File: src/rtl/pipe_control.sv
// ID-stage decoder and ID/EX control register for the pipelined LEGv8 core.
// Handles load-use stalls, multi-cycle MUL hold, EX-branch flush and illegal-opcode reporting.
module pipe_control #(
    parameter int OPW     = 11,
    parameter int REGW    = 5,
    parameter int MUL_LAT = 3
) (
    input  logic            clk,
    input  logic            reset,
    input  logic            id_valid,
    input  logic [31:0]     instr,
    input  logic            ex_flush,
    output logic            id_stall,
    output logic            ex_valid,
    output logic            ex_reg2loc,
    output logic            ex_alusrc,
    output logic            ex_memtoreg,
    output logic            ex_regwrite,
    output logic            ex_memread,
    output logic            ex_memwrite,
    output logic            ex_branch,
    output logic            ex_uncond,
    output logic            ex_setflags,
    output logic [1:0]      ex_aluop,
    output logic            ex_mul,
    output logic [REGW-1:0] ex_rd,
    output logic [REGW-1:0] ex_rn,
    output logic [REGW-1:0] ex_rm,
    output logic            ex_illegal
);

    localparam int CW = $clog2(MUL_LAT) + 1;
    localparam logic [REGW-1:0] XZR       = '1;
    localparam logic [CW-1:0]   HOLD_INIT = CW'(MUL_LAT - 1);

    typedef struct packed {
        logic            valid;
        logic            reg2loc;
        logic            alusrc;
        logic            memtoreg;
        logic            regwrite;
        logic            memread;
        logic            memwrite;
        logic            branch;
        logic            uncond;
        logic            setflags;
        logic [1:0]      aluop;
        logic            mul;
        logic            illegal;
        logic [REGW-1:0] rd;
        logic [REGW-1:0] rn;
        logic [REGW-1:0] rm;
    } ctrl_t;

    ctrl_t           word_reg, word_next, dec_word;
    logic [CW-1:0]   cnt_reg, cnt_next;
    logic [OPW-1:0]  op;
    logic [REGW-1:0] f_rd, f_rn, f_rm;
    logic [REGW-1:0] src_idx [3];
    logic [2:0]      use_src;      // [0] rd as source, [1] rn, [2] rm
    logic [2:0]      src_hit;
    logic            legal;
    logic            load_use;
    logic            unused_instr_bits;

    assign op   = instr[31:32-OPW];
    assign f_rd = instr[REGW-1:0];
    assign f_rn = instr[5 +: REGW];
    assign f_rm = instr[16 +: REGW];
    assign unused_instr_bits = ^instr[15:10];

    assign src_idx[0] = f_rd;
    assign src_idx[1] = f_rn;
    assign src_idx[2] = f_rm;

    always_comb begin
        dec_word       = '0;
        dec_word.valid = 1'b1;
        dec_word.rd    = f_rd;
        dec_word.rn    = f_rn;
        dec_word.rm    = f_rm;
        use_src        = 3'b000;
        legal          = 1'b1;
        casez (op)
            11'b000101?????: begin
                dec_word.branch = 1'b1;
                dec_word.uncond = 1'b1;
                dec_word.aluop  = 2'b01;
            end
            11'b01010100???: begin
                dec_word.branch = 1'b1;
                dec_word.aluop  = 2'b01;
            end
            11'b10110100???: begin
                dec_word.reg2loc = 1'b1;
                dec_word.branch  = 1'b1;
                dec_word.aluop   = 2'b01;
                use_src          = 3'b011;
            end
            11'b1001000100?: begin
                dec_word.alusrc   = 1'b1;
                dec_word.regwrite = 1'b1;
                dec_word.aluop    = 2'b11;
                use_src           = 3'b010;
            end
            11'b10101011000, 11'b11101011000: begin
                dec_word.regwrite = 1'b1;
                dec_word.setflags = 1'b1;
                dec_word.aluop    = 2'b10;
                use_src           = 3'b110;
            end
            11'b10011011000: begin
                dec_word.regwrite = 1'b1;
                dec_word.mul      = 1'b1;
                dec_word.aluop    = 2'b10;
                use_src           = 3'b110;
            end
            // Shifts take the shamt from the immediate path, so rm is not read.
            11'b11010011011, 11'b11010011010: begin
                dec_word.alusrc   = 1'b1;
                dec_word.regwrite = 1'b1;
                dec_word.aluop    = 2'b10;
                use_src           = 3'b010;
            end
            11'b11111000010: begin
                dec_word.alusrc   = 1'b1;
                dec_word.memtoreg = 1'b1;
                dec_word.regwrite = 1'b1;
                dec_word.memread  = 1'b1;
                use_src           = 3'b010;
            end
            11'b11111000000: begin
                dec_word.reg2loc  = 1'b1;
                dec_word.alusrc   = 1'b1;
                dec_word.memwrite = 1'b1;
                use_src           = 3'b011;
            end
            default: legal = 1'b0;
        endcase
    end

    generate
        for (genvar gi = 0; gi < 3; gi++) begin : g_src_cmp
            assign src_hit[gi] = use_src[gi] & (src_idx[gi] == word_reg.rd);
        end
    endgenerate

    assign load_use = word_reg.valid & word_reg.memread & (word_reg.rd != XZR)
                    & id_valid & (|src_hit);

    assign id_stall = ~ex_flush & ((cnt_reg != '0) | load_use);

    always_comb begin
        word_next = word_reg;
        cnt_next  = cnt_reg;
        if (ex_flush) begin
            word_next = '0;
            cnt_next  = '0;
        end else if (cnt_reg != '0) begin
            cnt_next = cnt_reg - CW'(1);
        end else if (load_use || !id_valid) begin
            word_next = '0;
        end else if (!legal) begin
            word_next         = '0;
            word_next.illegal = 1'b1;
        end else begin
            word_next = dec_word;
            if (dec_word.mul) begin
                cnt_next = HOLD_INIT;
            end
        end
    end

    always_ff @(posedge clk or negedge reset) begin
        if (!reset) begin
            word_reg <= '0;
            cnt_reg  <= '0;
        end else begin
            word_reg <= word_next;
            cnt_reg  <= cnt_next;
        end
    end

    assign ex_valid    = word_reg.valid;
    assign ex_reg2loc  = word_reg.reg2loc;
    assign ex_alusrc   = word_reg.alusrc;
    assign ex_memtoreg = word_reg.memtoreg;
    assign ex_regwrite = word_reg.regwrite;
    assign ex_memread  = word_reg.memread;
    assign ex_memwrite = word_reg.memwrite;
    assign ex_branch   = word_reg.branch;
    assign ex_uncond   = word_reg.uncond;
    assign ex_setflags = word_reg.setflags;
    assign ex_aluop    = word_reg.aluop;
    assign ex_mul      = word_reg.mul;
    assign ex_illegal  = word_reg.illegal;
    assign ex_rd       = word_reg.rd;
    assign ex_rn       = word_reg.rn;
    assign ex_rm       = word_reg.rm;

endmodule

File: config.mk
export PLATFORM = sky130hd
export DESIGN_NAME = pipe_control
export DESIGN_NICKNAME = d
export VERILOG_FILES = /design/src/rtl/pipe_control.sv
export SDC_FILE = /design/constraint.sdc
export NUM_CORES = 1
export LEC_CHECK = 0
export CAP_MARGIN = 20
export CORE_ASPECT_RATIO = 0.5
export CORE_MARGIN = 3
export CORE_UTILIZATION = 43
export DETAILED_ROUTE_END_ITERATION = 7
export PLACE_DENSITY = 0.79
export RECOVER_POWER = 100
export SLEW_MARGIN = 30
export SYNTH_ARGS = -nofsm -noshare
export SYNTH_HDL_FRONTEND = slang
export SYNTH_SLANG_ARGS = --single-unit
export TNS_END_PERCENT = 10
File: constraint.sdc
create_clock -name clk -period 4 [get_ports clk]
set_input_delay 1.2 -clock clk [delete_from_list [all_inputs] [get_ports clk]]
set_output_delay 1.2 -clock clk [all_outputs]
set_load 0.03 [all_outputs]
# Yosys cells after proc, flatten, opt, wreduce, memory -nomap -nowiden
# Cells that the tools add are included.
# classes
addsub	1
eq_ne	17
muxes	21
bitwise	10
reduce_logical	16
# op_table
operator	n
$mux W29	4
$eq A11 B11 Y1 const B	7
$eq A5 B5 Y1	3
$mux W3	5
$reduce_or A11 Y1	1
$eq A10 B10 Y1 const B	1
$mux W1	10
$reduce_or A5 Y1	2
$pmux W3 S3	1
$reduce_bool A3 Y1	3
$reduce_or A3 Y1	3
$and A1 B1 Y1	8
$eq A8 B7 Y1 const B	1
$eq A8 B8 Y1 const B	1
$reduce_or A7 Y1	1
$eq A6 B3 Y1 const B	1
$pmux W2 S3	1
$ne A5 B5 Y1 const B	1
$reduce_or A2 Y1	2
$reduce_or A4 Y1	1
$ne A3 B3 Y1 const B	1
$reduce_and A3 Y1	1
$sub A3 B1 Y3 const B	1
$ne A2 B2 Y1 const B	1
4 further kinds	4
# word_totals
register_bits	32
inputBits	36
out_inout_bits	30
word_cells	82

# Depth between registers and ports, before layout
# Gate-level depths: netlist of run 1.
# logic_depth
depth_word	10
depth_mapped	8
mapped_depth_nobuf	6

# Worst setup path after synthesis of run 1
# Ideal clock, no wire load.
# synth_timing
path_kind	input-to-output
startpoint	input port instr[27]
endpoint	output port id_stall
arrival_ns	2.816
required_ns	2.800
path_slack_ns	-0.016
path_stages	6
path_cell_list	or3b_1 a211o_1 a21boi_4 a21oi_4 nand2_1 a21oi_1
# synth_via
elab_chain_cells	8
# synth_lines
item	line_no	text
start, declared	11	input logic [31:0] instr,
$eq A11 B11 Y1, or another cell as far along	84	casez (op)
$reduce_or A4 Y1 (no line), or another cell as far along	n/a	
$pmux W3 S3 (*)	84	
$and A1 B1 Y1	144	assign src_hit[gi] = use_src[gi] & (src_idx[gi] == word_reg.rd);
$reduce_or A3 Y1 (*)	149	& id_valid & (|src_hit);
$and A1 B1 Y1 (*)	149	
$or A1 B1 Y1 (*)	151	assign id_stall = ~ex_flush & ((cnt_reg != '0) | load_use);
$and A1 B1 Y1 (*)	151	
end, declared	13	output logic id_stall,
# Every way passes the cells marked *; elsewhere a longest branch is shown, timed or not.

# Worst setup path after layout of run 1
# layout_timing
startpoint	input port instr[28]
endpoint	output port id_stall
# Same word-level chain as after synthesis.

==> results of run 1 <==
[worst paths after layout]
check                                       from                 endpoint  slack (ns)  cells past startpoint
setup / recovery                       instr[28]                 id_stall        0.06                      8
max in group asynchronous                  reset  ex_aluop[0]$_DFFE_PN0P_        1.11                      2
hold reg to reg            ex_uncond$_DFFE_PN0P_    ex_uncond$_DFFE_PN0P_        0.48                      1
min in group asynchronous                  reset     ex_rm[0]$_DFFE_PN0P_        1.89                      2
setup reg to reg            ex_rd[3]$_DFFE_PN0P_    ex_uncond$_DFFE_PN0P_        1.62                      9
hold / removal             ex_uncond$_DFFE_PN0P_    ex_uncond$_DFFE_PN0P_        0.48                      1
[logic make-up after synthesis]
group	after synthesis
AND/OR/NAND/NOR	49
AO/OA/AOI/OAI	44
flip-flops	31
XOR/XNOR	16
buffers and inverters	15
adder cells (fa/ha/maj)	2
multiplexers	1
[where the power goes]
| part | switching, mW | leakage [nW] | internal, mW | total, mW |
|---|---|---|---|---|
| registers | 0.0112 | 0.430 | 0.331 | 0.342 |
| clock network | 0.112 | 0.0422 | 0.122 | 0.233 |
| logic | 0.147 | 0.843 | 0.100 | 0.247 |
| total | 0.270 | 1.31 | 0.553 | 0.823 |
[layout make-up]
class / instances / area share (%)
inverters: 4 / 0.569
repair buffers: 87 / 30.2
clock buffers: 7 / 2.89
multi-input cells: 112 / 34.3
flip-flops and latches: 31 / 29.4
well taps: 51 / 2.42
clock inverters: 1 / 0.190
[metrics by stage]
step / setup TNS (ns) / std cells
floorplan: 0 / 158
global placement: -0.245 / 279
detailed placement: -0.279 / 279
CTS: 0 / 289
global route: 0 / 293
finish: 0 / 293
[placed cells by master (no fill, tap or decap), types with 2 or more instances in the layout]
master | synthesis | layout
sky130_fd_sc_hd__nand4_1 | 2 | 2
sky130_fd_sc_hd__o21ai_0 | 4 | 2
sky130_fd_sc_hd__dfrtp_1 | 31 | 31
sky130_fd_sc_hd__clkdlybuf4s50_1 | 0 | 13
sky130_fd_sc_hd__nor3_2 | 0 | 2
sky130_fd_sc_hd__xor2_1 | 11 | 11
sky130_fd_sc_hd__nand3b_1 | 2 | 2
sky130_fd_sc_hd__nor2b_1 | 2 | 2
sky130_fd_sc_hd__nand2_1 | 7 | 5
sky130_fd_sc_hd__nor2_1 | 9 | 7
sky130_fd_sc_hd__clkdlybuf4s15_1 | 0 | 5
sky130_fd_sc_hd__nor3_1 | 9 | 6
sky130_fd_sc_hd__or3b_4 | 0 | 3
sky130_fd_sc_hd__nand4b_1 | 2 | 2
sky130_fd_sc_hd__nor2_2 | 1 | 2
sky130_fd_sc_hd__buf_6 | 2 | 2
sky130_fd_sc_hd__buf_4 | 1 | 23
sky130_fd_sc_hd__inv_1 | 4 | 4
sky130_fd_sc_hd__nand3_1 | 4 | 4
sky130_fd_sc_hd__or3_1 | 2 | 2
sky130_fd_sc_hd__o211ai_1 | 2 | 2
sky130_fd_sc_hd__a32o_1 | 2 | 2
sky130_fd_sc_hd__clkbuf_1 | 7 | 5
sky130_fd_sc_hd__dlymetal6s2s_1 | 0 | 4
sky130_fd_sc_hd__dlygate4sd3_1 | 0 | 31
sky130_fd_sc_hd__xnor2_1 | 5 | 5
sky130_fd_sc_hd__clkbuf_8 | 0 | 5
sky130_fd_sc_hd__a21o_1 | 2 | 2
sky130_fd_sc_hd__a22o_1 | 24 | 24
sky130_fd_sc_hd__ha_1 | 2 | 2
sky130_fd_sc_hd__clkbuf_2 | 0 | 4
[layer usage]
metal	part of all wire [%]	track usage [%]	vias to the layer above
li1	-	-	748
met5	0	0	-
met1	42	25.4	769
met3	5.3	4.64	6
met4	1.1	6.94	0
met2	51	37.2	49
[repair_timing]
item                                    in CTS  in global routing
hold buffers                                 0                  0
pin swaps                                   12                 16
buffers inserted                             2                  4
resized for setup                           20                 25
endpoints found under the setup margin       1                  1
gates cloned                                 0                  0
==> results.toml, run 1 <==
[run_status]
run_status = "complete, but fails checks"
violations = "max-capacitance violations, max-slew violations"

[logic_synthesis]
synth.area.mux_share_pct = 0.664
yosysUniqueCellTypes = 40
yosys-top-cells-area = "sky130_fd_sc_hd__dfrtp_1 (46%), sky130_fd_sc_hd__a22o_1 (12%), sky130_fd_sc_hd__xor2_1 (5.7%)"
synth.top_cells.by_count = "sky130_fd_sc_hd__dfrtp_1 (31), sky130_fd_sc_hd__a22o_1 (24), sky130_fd_sc_hd__xor2_1 (11), sky130_fd_sc_hd__nor2_1 (9), sky130_fd_sc_hd__nor3_1 (9)"
syn_area_um2 = 1700
arithmetic_cell_share_of_the_synthesized_area_counting_full_adders_half_adders_and_majority_gates_pct = 1.47
synth_compound_area_share_pct = 22.9
syn-instance-count = 158
synth.yosys.seq_area_share_pct = 45.7
xor_xnor_portion_of_the_synthesized_cell_area_pct = 8.26
synth-seq-cells = 31
yosysTopAreaCellShare_pct = 45.7
yosys.area_share.simple_pct = 16.5
asyncSetResetFlopFracSynth_pct = 100
ys_dominant_reg_cell = "sky130_fd_sc_hd__dfrtp_1"
synth_edf_count = 0
main_combinational_cell_family_by_area_after_synthesis = "compound AO/OA/AOI/OAI gates"
avg_inst_size_synth_um2 = 10.7
post-synth-top-count-cell = "sky130_fd_sc_hd__dfrtp_1"
synthDominantAreaCellType = "sky130_fd_sc_hd__dfrtp_1"
synth_nets = 196
synthesis_warnings = 0

[setup_path]
critical_path_arrival_ns = 2.74
biggest_fanout_along_the_worst_timing_path = 2
path_buf_inv = 2
ordered_list_of_cells_on_the_worst_path = "clkdlybuf4s15_1 > or3b_4 > a211o_1 > a21boi_4 > a21oi_4 > nand2_2 > a21oi_2 > buf_6"
critical_path_class = "in -> out"
timing.critical_path.to_type = "output port"
setup.worst_path.start_class = "input port"
critical_path.top_delay_family = "compound AO/OA/AOI/OAI gates"
critical_path_required_ns = 2.80
critPathSlowestCell = "sky130_fd_sc_hd__or3b_4"
critical-path-max-stage-delay_ns = 0.39

[cts]
root_buffer = "sky130_fd_sc_hd__clkbuf_8"
htreeDepth = 2
cts_tree = "done"
clock_path_buffers = 2
cts_bufs_inserted = 5
clkSlewWorstSetupHoldPaths_ns = 0.06
insertion_delay_ns = 0.28
cts.sink_count = 31

[grt]
globalRouteOverflowTotal = 0
grt_first_pass_wirelength_um = 7670
largest_net_degree_at_the_start_of_global_routing = 32
antenna_violations_before_repair = 0
grt.total_usage_pct = 21.0
grt_pass1_vias = 1619

[sta]
finalSetupViolCount = 0
grt_setup_unrepaired = "false"
hold_viol = 0
clock-skew-final_ns = 0.00738
post-route-worst-setup-slack_ns = 0.0586
min_period_over_period_pct = 98.5
period_needed_ns = 3.94
relSlewSlack_pct = -13.9
fmax_mhz = 254
drv_slew = 32
worst_slew_pin_slew_ns = 1.71
timing.hold.ws_ns = 0.484

[die]
design.core.area_um2 = 3600
die-height_um = 50.4
io_pins = 66
die_x_um = 94.8
design.die.area_um2 = 4780
initial_utilization_pct = 47.1
placement_rows = 15

[power_and_ir_drop]
worst_ir_drop_vdd_v = 0.000160
post-layout-total-power_mw = 0.823
power.leakage_nw = 1.31
powerDensity_nw_per_um2 = 312

[placement]
place_congestion = 0.916
io_buffers = 59
place_worst_setup_slack_ns = -0.279
dpl.hpwl_um = 3440
placedInstanceArea_um2 = 2470

[finish]
post-route-cell-area_um2 = 2640
postLayoutCoreUtil_pct = 73.2
sequential_cell_area_um2 = 776
n_fill_cell = 254
post_route_cells_drive_above_1_share_pct = 23.1
multiInputGateArea_um2 = 906
n_antenna_cell = 0
design.final.nets = 279
syn2layout_area_growth_pct = 55.5

[detailed_routing]
post_drt_wl_per_cell_um = 16.6
remaining_drc_errors = 0
routed-via-count = 1572
post_drt_antenna_nets = 0
vias_per_cell = 5.37
initialDrtViolationCount = 67
drt-pass1-iter-count = 4
post_detailed_routing_wire_length_um = 4860

[hold_path]
hold_class = "reg -> reg"

[run]
cap_violations = 1
No activity file was read; power rests on OpenSTA's default activity.
==> run 2, diff against run 1 <==
CORE_UTILIZATION = 39   (was 43)
GPL_TIMING_DRIVEN = 0   (was unset)
PLACE_DENSITY = 0.76   (was 0.79)
clock period = 3.3 ns   (was 4 ns; I/O delays follow)
==> run 2 against run 1 <==
Against the previous run: the flow finishes with violations (max-capacitance violations, max-slew violations, negative setup slack); non-clock buffer count increased by 2; clock power increased by 45%; cell count increased by 1.7%; setup slack got worse by 0.20 ns; core utilization fell by 7.7 points; critical path type unchanged; critical endpoint unchanged; largest cell class unchanged.
==> results.toml, run 2 (synthesized netlist as in run 1, its figures left out) <==
[run_status]
run_status = "complete, but fails checks"
violations = "max-capacitance violations, max-slew violations, negative setup slack"

[power_and_ir_drop]
powerDensity_nw_per_um2 = 394
power.leakage_nw = 1.32
post-layout-total-power_mw = 1.04
worst_ir_drop_vdd_v = 0.000163

[grt]
grtUsageMet3_pct = 3.85
grt_first_pass_wirelength_um = 7770
antenna_violations_before_repair = 0
grt.total_usage_pct = 18.8
largest_net_degree_at_the_start_of_global_routing = 32
globalRouteOverflowTotal = 0
grt_pass1_vias = 1665
met1_usage_pct = 23.6
global_routing_met2_resource_utilization_pct = 33.8
global_route.peak_usage_layer = "met2"

[setup_path]
biggest_fanout_along_the_worst_timing_path = 4
critical_path_arrival_ns = 2.45
critical_path_class = "in -> out"
beginning_of_the_worst_register_to_register_path = "ex_rd[3]$_DFFE_PN0P_"
reg2regPathDepth = 16
worst_r2r_end = "cnt_reg[1]$_DFFE_PN0P_"
critical_path_required_ns = 2.31
reg2reg_slack_ns = 0.29
timing.critical_path.to_type = "output port"
setup.worst_path.start_class = "input port"

[detailed_routing]
post_detailed_routing_wire_length_um = 4800
post_drt_wl_per_cell_um = 16.1
remaining_drc_errors = 0
initialDrtViolationCount = 33
drt-pass1-iter-count = 4
routed-via-count = 1606
post_drt_antenna_nets = 0
vias_per_cell = 5.39

[die]
io_pins = 66
design.core.area_um2 = 4040
design.die.area_um2 = 5230
placement_rows = 16
initial_utilization_pct = 42.0
die-height_um = 52.6
die_x_um = 99.3

[finish]
sequential_cell_area_um2 = 776
design.final.nets = 281
layout.cells.most_common_list = "sky130_fd_sc_hd__dfrtp_1 (31), sky130_fd_sc_hd__dlygate4sd3_1 (29), sky130_fd_sc_hd__a22o_1 (24)"
multiInputGateArea_um2 = 910
layout.cells.most_common = "sky130_fd_sc_hd__dfrtp_1"
n_antenna_cell = 0
post-route-cell-area_um2 = 2650
syn2layout_area_growth_pct = 56.0
post_route_cells_drive_above_1_share_pct = 23.8
n_fill_cell = 322

[hold_path]
hold_class = "reg -> reg"
hold_path_depth = 1
timing.hold.worst_endpoint = "ex_uncond$_DFFE_PN0P_"
min-delay-start = "ex_uncond$_DFFE_PN0P_"

[cts]
cts.sink_count = 31
clock_path_buffers = 2
clkSlewWorstSetupHoldPaths_ns = 0.06
root_buffer = "sky130_fd_sc_hd__clkbuf_8"
cts.hold.buffers_added = 0
cts_bufs_inserted = 5
htreeDepth = 2
cts_tree = "done"
insertion_delay_ns = 0.28

[sta]
min_period_over_period_pct = 104
tns_ns = -0.219
post-route-worst-setup-slack_ns = -0.141
clock-skew-final_ns = 0.00794
period_needed_ns = 3.44
fmax_mhz = 291
finalSetupViolCount = 2
drv_slew = 32
relSlewSlack_pct = -13.7
grt_setup_unrepaired = "true"
hold_viol = 0
worst_slew_pin_slew_ns = 1.71

[placement]
place_congestion = 0.830
io_buffers = 58
dpl.hpwl_um = 3370
placedInstanceArea_um2 = 2350

[run]
cap_violations = 1
## run 2: changes by cell type in the layout (fill, tap and decap cells not counted), moves of 3 or more
cell and change:
sky130_fd_sc_hd__clkdlybuf4s15_1 -4, sky130_fd_sc_hd__clkdlybuf4s50_1 -7, sky130_fd_sc_hd__buf_2 +3, sky130_fd_sc_hd__clkbuf_2 -3
sky130_fd_sc_hd__clkbuf_1 +5, sky130_fd_sc_hd__buf_6 +4, sky130_fd_sc_hd__buf_4 -3, sky130_fd_sc_hd__buf_8 +3
sky130_fd_sc_hd__dlygate4sd2_1 +6
## run 2: worst max path at each step
stage | startpoint | to | slack [ns] | cells past startpoint
after floorplan | instr[22] | id_stall | -0.009 | 6
after global placement | instr[31] | id_stall | -1.22 | 8
after detailed placement | instr[31] | id_stall | -1.23 | 8
after CTS | instr[29] | id_stall | -0.17 | 8
after global routing | instr[31] | id_stall | -0.21 | 8
final | instr[31] | id_stall | -0.14 | 8
## run 2: what timing repair did
item / 4_1_cts / 5_1_grt
pin swaps: 15 / 12
setup endpoints to repair: 1 / 3
buffers inserted: 16 / 4
resized for setup: 74 / 12
## run 2: worst max-delay path: stages
cell	delay, ns
sky130_fd_sc_hd__buf_2	0.13
sky130_fd_sc_hd__or3b_4	0.42
sky130_fd_sc_hd__nor3_4	0.14
sky130_fd_sc_hd__o21ai_2	0.10
sky130_fd_sc_hd__o211ai_1	0.28
sky130_fd_sc_hd__nand2_2	0.11
sky130_fd_sc_hd__a21oi_4	0.14
sky130_fd_sc_hd__buf_6	0.14
## run 2: area by class of cell
type / instances / share of cell area (%)
Buffer: 11 / 2.27
Clock buffer: 8 / 3.78
Inverter: 4 / 0.567
Multi-Input combinational cell: 112 / 34.4
Sequential cell: 31 / 29.3
Tap cell: 54 / 2.55
Timing Repair Buffer: 78 / 27.2
## run 2: metrics by stage
step | util, % | hold WS [ns] | worst slack (ns) | cells
3_3_place_gp | 58.3 | 0.482 | -1.22 | 270
2_1_floorplan | - | 0.506 | -0.00856 | 158
3_5_place_dp | 58.2 | 0.481 | -1.23 | 270
6_report | 65.5 | 0.488 | -0.141 | 298
4_1_cts | 64.5 | 0.496 | -0.165 | 294
5_1_grt | 65.5 | 0.516 | -0.210 | 298
## run 2: routing by layer
| metal | wire, um | vias to the layer above |
|---|---|---|
| li1 | - | 753 |
| met1 | 2150 | 802 |
| met2 | 2380 | 44 |
| met3 | 235 | 7 |
| met4 | 40 | 0 |
| met5 | 0 | - |
## run 2: power by group
part	total [mW]	switching, mW	internal, mW
Combinational	0.293	0.178	0.115
Sequential	0.412	0.0114	0.401
Clock	0.337	0.146	0.190
